==> config.mk <==
export PLATFORM = sky130hd
export DESIGN_NAME = syn_weight_mem
export DESIGN_NICKNAME = d
export VERILOG_FILES = /design/src/rtl/syn_weight_mem_pkg.sv /design/src/rtl/syn_event_fifo.sv /design/src/rtl/syn_weight_mem.sv
export SDC_FILE = /design/constraint.sdc
export NUM_CORES = 1
export LEC_CHECK = 0
export CAP_MARGIN = 20
export CORE_UTILIZATION = 35
export DETAILED_ROUTE_END_ITERATION = 16
export HOLD_SLACK_MARGIN = 0.15
export PLACE_DENSITY = 0.62
export SLEW_MARGIN = 5
export SYNTH_ARGS = -nofsm -noshare
export SYNTH_HDL_FRONTEND = slang
export SYNTH_SLANG_ARGS = --single-unit
==> constraint.sdc <==
create_clock -name clk -period 4.7 [get_ports clk]
set_clock_uncertainty 0.2 [all_clocks]
set_input_delay 0.94 -clock clk [delete_from_list [all_inputs] [get_ports clk]]
set_output_delay 0.94 -clock clk [all_outputs]
set_load 0.05 [all_outputs]
==> src/rtl/syn_weight_mem_pkg.sv <==
// Shared constants and types for the synaptic weight memory block.
package syn_weight_mem_pkg;

  localparam int unsigned DefNNeurons  = 16;
  localparam int unsigned DefAddrW     = 4;
  localparam int unsigned DefWeightW   = 11;
  localparam int unsigned DefFifoDepth = 4;

  localparam logic [DefWeightW-1:0] ZeroWeight = '0;

  typedef enum logic {
    StIdle,
    StClear
  } state_e;

endpackage

==> src/rtl/syn_event_fifo.sv <==
// Small power-of-two event FIFO; full/empty derived from an occupancy counter.
module syn_event_fifo #(
  parameter int unsigned Width = 4,
  parameter int unsigned Depth = 4
) (
  input  logic             clk,
  input  logic             rst,
  input  logic             push_i,
  input  logic             pop_i,
  input  logic [Width-1:0] din_i,
  output logic             full_o,
  output logic             empty_o,
  output logic [Width-1:0] head_o
);

  localparam int unsigned PtrW = $clog2(Depth);

  logic [Width-1:0] mem_q [Depth];
  logic [PtrW-1:0]  wr_ptr_q, wr_ptr_d;
  logic [PtrW-1:0]  rd_ptr_q, rd_ptr_d;
  logic [PtrW:0]    cnt_q, cnt_d;
  logic             do_push, do_pop;

  assign full_o  = (cnt_q == (PtrW + 1)'(Depth));
  assign empty_o = (cnt_q == '0);
  assign head_o  = mem_q[rd_ptr_q];

  always_comb begin
    do_push  = push_i & ~full_o;
    do_pop   = pop_i & ~empty_o;
    wr_ptr_d = do_push ? wr_ptr_q + PtrW'(1) : wr_ptr_q;
    rd_ptr_d = do_pop ? rd_ptr_q + PtrW'(1) : rd_ptr_q;
    cnt_d    = cnt_q;
    case ({do_push, do_pop})
      2'b10:   cnt_d = cnt_q + (PtrW + 1)'(1);
      2'b01:   cnt_d = cnt_q - (PtrW + 1)'(1);
      default: cnt_d = cnt_q;
    endcase
  end

  always_ff @(posedge clk or posedge rst) begin
    if (rst) begin
      wr_ptr_q <= '0;
      rd_ptr_q <= '0;
      cnt_q    <= '0;
    end else begin
      wr_ptr_q <= wr_ptr_d;
      rd_ptr_q <= rd_ptr_d;
      cnt_q    <= cnt_d;
    end
  end

  always_ff @(posedge clk) begin
    if (do_push) begin
      mem_q[wr_ptr_q] <= din_i;
    end
  end

endmodule

==> src/rtl/syn_weight_mem.sv <==
// Per-neuron synaptic weight RAM: queued AER lookups, host write port, sequential clear sweep.
module syn_weight_mem
  import syn_weight_mem_pkg::*;
#(
  parameter int unsigned N_NEURONS  = DefNNeurons,
  parameter int unsigned ADDR_W     = DefAddrW,
  parameter int unsigned WEIGHT_W   = DefWeightW,
  parameter int unsigned FIFO_DEPTH = DefFifoDepth
) (
  input  logic                clk,
  input  logic                rst,
  input  logic                we,
  input  logic [ADDR_W-1:0]   syn_addr,
  input  logic [WEIGHT_W-1:0] syn_weight,
  input  logic                clear,
  output logic                busy,
  input  logic                aer_valid,
  input  logic [ADDR_W-1:0]   aer_addr,
  output logic                aer_ready,
  output logic                weight_valid,
  output logic [WEIGHT_W-1:0] weight_out,
  input  logic                weight_ready
);

  localparam int unsigned       ClrW      = (N_NEURONS > 1) ? $clog2(N_NEURONS) : 1;
  localparam logic [ClrW-1:0]   LastIdx   = ClrW'(N_NEURONS - 1);
  localparam logic [ADDR_W:0]   AddrLimit = (ADDR_W + 1)'(N_NEURONS);
  localparam logic [WEIGHT_W-1:0] Zero    = WEIGHT_W'(ZeroWeight);

  state_e              state_q, state_d;
  logic [ClrW-1:0]     cnt_q, cnt_d;
  logic                busy_q, busy_d;
  logic                valid_q, valid_d;
  logic [WEIGHT_W-1:0] out_q, out_d;
  logic [WEIGHT_W-1:0] mem_q [N_NEURONS];

  logic              fifo_full, fifo_empty;
  logic [ADDR_W-1:0] fifo_head;
  logic              idle, wr_en, push, lookup;

  syn_event_fifo #(
    .Width (ADDR_W),
    .Depth (FIFO_DEPTH)
  ) u_fifo (
    .clk     (clk),
    .rst     (rst),
    .push_i  (push),
    .pop_i   (lookup),
    .din_i   (aer_addr),
    .full_o  (fifo_full),
    .empty_o (fifo_empty),
    .head_o  (fifo_head)
  );

  assign busy         = busy_q;
  assign weight_valid = valid_q;
  assign weight_out   = out_q;
  assign aer_ready    = ~fifo_full;

  always_comb begin
    state_d = state_q;
    cnt_d   = cnt_q;
    unique case (state_q)
      StIdle: begin
        if (clear) begin
          state_d = StClear;
          cnt_d   = '0;
        end
      end
      StClear: begin
        if (cnt_q == LastIdx) begin
          state_d = StIdle;
          cnt_d   = '0;
        end else begin
          cnt_d = cnt_q + ClrW'(1);
        end
      end
      default: state_d = StClear;
    endcase
    busy_d = (state_d == StClear);
  end

  // Host writes win over lookups so a same-cycle write is seen by the stalled read.
  always_comb begin
    idle    = (state_q == StIdle);
    wr_en   = we & idle & ({1'b0, syn_addr} < AddrLimit);
    push    = aer_valid & ~fifo_full;
    lookup  = ~fifo_empty & idle & ~we & (~valid_q | weight_ready);
    valid_d = valid_q;
    out_d   = out_q;
    if (lookup) begin
      valid_d = 1'b1;
      out_d   = ({1'b0, fifo_head} < AddrLimit) ? mem_q[fifo_head] : Zero;
    end else if (weight_ready) begin
      valid_d = 1'b0;
    end
  end

  always_ff @(posedge clk or posedge rst) begin
    if (rst) begin
      state_q <= StClear;
      cnt_q   <= '0;
      busy_q  <= 1'b1;
      valid_q <= 1'b0;
      out_q   <= '0;
    end else begin
      state_q <= state_d;
      cnt_q   <= cnt_d;
      busy_q  <= busy_d;
      valid_q <= valid_d;
      out_q   <= out_d;
    end
  end

  always_ff @(posedge clk) begin
    if (state_q == StClear) begin
      mem_q[cnt_q] <= Zero;
    end else if (wr_en) begin
      mem_q[syn_addr] <= syn_weight;
    end
  end

endmodule

==> impl_results.md <==
* Status: finished, final reports clean
* Area growth syn-to-layout at 16.2%
* RSZ-0062 raised after global routing: no
* Worst path buffer plus inverter count at 3
* CP Launch Point: we
* Die Span Y at 162 um
* CTS H-tree lvls at 1
* Post-CTS Hold Fix Bufs at 0
* RR Startpoint: u_fifo.rd_ptr_q[0]$_DFFE_PP0P_
* Critical setup path kind: primary input to register
* DRC at 0
* Starting Density at 35.6%
* Total clock sinks at 216
* Reg2reg path depth at 5
* Syn_nets at 590
* Fill cells at 2250
* PortBufs at 38
* DR vias at 4657
* Clock Latency Late Sink at 490 ps
* Netlist Area Pre-Place at just under 0.009 mm2
* Crit-path cells: clkdlybuf4s50_1 > nor2_1 > nand3_1 > inv_1 > ha_1 > inv_1 > fa_1 > xor2_1 > nor2_1 > xor2_1
* Critical Path End: u_fifo.cnt_q[2]$_DFFE_PP0P_
* R2R Path End: weight_out[1]$_DFFE_PP0P_
* Period utilization at 68.9%
* Layout Nets at between 600 and 700
* ANT nets after route at 0
* GP Congestion at 0.829
* Clock Path Buffers at 3
* Post-CTS sizing at 0
* Initial antenna violation count at 0
* Yosys Warn Count at 0
* Mapped Avg Cell Area at approximately 16 um2
* CP Data Arrival Time at 3450 ps
* Slowest stage delay, CP at between 500 and 600 ps
* Rel. slew slack at about 29%
* Die Wd at 162 um
* DP Wirelength at 11.3 mm
* Leakage at approximately 3.8 nW
* Share of layout cells above drive strength 1 at between 10% and 20%
* Power Total at around 6.3 mW
* First-pass GRT wire length at around 27 mm
* CTS tree: yes
* Endpoints failing setup at 0
* First-pass iteration count of the detailed router at 4
* Startpoint types: primary input
* Final hold violations at 0
* Critical path depth at 10
* Synth Instances at 558
* Critical path required time at 4910 ps
* Pwr dens at around 610 mW/mm2
* Total GRT Usage at between 10% and 20%
* Asr flop ratio synth at 11.1%
* Post-synthesis sequential area ratio at between 70 and 80%
* Worst VDD drop at 305 uV
* # IOs at 39
* Clock transition at the registers of the reported paths at ~60 ps
* Slew Limit Fails at 0
* Cell variety after synth at 38
* #FFs+latches synth at roughly 220
* Clock period minus worst slack at roughly 3200 ps
* Vias in the first global route at ~4700
* Drt total wl at 17.4 mm
* Largest net degree at the start of global routing at 62
* Wire per inst at 18.4 um
* Die footprint at 0.0261 mm2
* Inserted Diodes at 0
* Total global routing overflow at 0
* Root Buffer: clkbuf_16
* Setup Fix Bufs, Post-CTS at 0
* Synth Flop Type: edfxtp_1
* Cts bufs inserted at 22
* Vias per inst at 4.91
* Delay-heaviest family, CP: simple AND/OR/NAND/NOR gates
* Capturing element type of the critical path: register
* Worst slew pin tran at about 1100 ps
* R2R Setup Slk at 1460 ps
* CP max FO at 16
* Slowest cell on the critical path: nand3_1
* Fmax achieved at ~300 MHz
* CORE AREA at 0.0250 mm2
* EDFF count, synth at 192
* Number of max-cap violations at 0
* DRT iter0 DRCs at 230
* Worst min path class: register to register
* Setup_tns at 0 ps
* Rows at 58
## worst min-delay path by stage
stage	startpoint	endpoint	slack, ps	cells past startpoint
floorplan	u_fifo.cnt_q[2]$_DFFE_PP0P_	u_fifo.cnt_q[2]$_DFFE_PP0P_	260	1
detailed placement	u_fifo.cnt_q[0]$_DFFE_PP0P_	u_fifo.cnt_q[0]$_DFFE_PP0P_	290	1
finish	u_fifo.cnt_q[2]$_DFFE_PP0P_	u_fifo.cnt_q[2]$_DFFE_PP0P_	300	1
CTS	u_fifo.cnt_q[0]$_DFFE_PP0P_	u_fifo.cnt_q[0]$_DFFE_PP0P_	300	1
global route	u_fifo.cnt_q[0]$_DFFE_PP0P_	u_fifo.cnt_q[0]$_DFFE_PP0P_	320	1
global placement	u_fifo.cnt_q[2]$_DFFE_PP0P_	u_fifo.cnt_q[2]$_DFFE_PP0P_	270	1
## state kept, by name, indices dropped and copies added (netlist names)
name and flops:
cnt_q 4, weight_valid 1, u_fifo.rd_ptr_q 2, weight_out 11, u_fifo.wr_ptr_q 2, mem_q 176, busy 1, u_fifo.mem_q 16
u_fifo.cnt_q 3
## metrics by stage
step                setup WS, ps  util, %  hold slack [ps]  std cells  cell area [um2]
CTS                         1450     41.2              298        947            10300
global placement            1100     38.4              272        910             9620
finish                      1460     41.3              298        949            10400
detailed placement           973     38.4              286        910             9620
global route                1200     41.3              317        949            10400
floorplan                   2010        -              256        558             8910
## cell usage after synthesis, types with 7 or more instances
| master | number | area share (%) |
|---|---|---|
| nand2_1 | 55 | 2.3 |
| and2_1 | 13 | 0.91 |
| nand3_1 | 15 | 0.84 |
| inv_1 | 12 | 0.51 |
| buf_6 | 7 | 0.89 |
| a22oi_1 | 10 | 0.84 |
| nor2_1 | 21 | 0.89 |
| edfxtp_1 | 192 | 65 |
| clkbuf_1 | 15 | 0.63 |
| dfrtp_1 | 23 | 6.5 |
| o211ai_1 | 11 | 0.93 |
| nand4_1 | 11 | 0.77 |
| mux2i_1 | 98 | 11 |
## power breakdown
group / switching (mW) / internal [mW] / total [mW]
sequential: 0.182 / 2.54 / 2.72
clock: 0.674 / 0.995 / 1.67
combinational: 1.18 / 0.768 / 1.95
## logic make-up (layout without fill, tap and decap cells)
| kind of cell | Yosys count | count (layout) | synth area share (%) |
|---|---|---|---|
| AO/OA/AOI/OAI | 39 | 39 | 3.16 |
| XOR/XNOR | 6 | 6 | 0.590 |
| adder cells (fa/ha/maj) | 7 | 7 | 1.07 |
| buffers and inverters | 41 | 102 | 2.47 |
| flip-flops | 216 | 216 | 71.5 |
| multiplexers | 115 | 115 | 14.0 |
| AND/OR/NAND/NOR | 134 | 134 | 7.17 |
## layout by cell type, fill, tap and decap left out, drive strengths merged, types with 12 or more instances in the layout
cell type,netlist,routed
and2,13,13
buf,14,15
clkbuf,15,25
clkdlybuf4s50,0,38
dfrtp,23,23
edfxtp,192,192
inv,12,12
mux2,12,12
mux2i,98,98
nand2,55,55
nand3,15,15
nor2,21,21
## area by class of cell
cell class	count	area (um2)	share of cell area, %
Multi-Input combinational cell	301	2320	22.4
Clock buffer	25	583	5.63
Tap cell	330	413	3.99
Clock inverter	12	110	1.06
Timing Repair Buffer	53	513	4.96
Inverter	12	45.0	0.435
Sequential cell	216	6370	61.5
## metal layers
metal  share of wire, %  global-route usage, %  wire length (um)
met5                  0                      0                 0
met1                 43                   17.6              7530
met2                 51                   24.0              8920
met3                4.3                   1.69               755
met4                1.3                   3.60               233
Note: power is estimated with default switching activity, not from simulation.
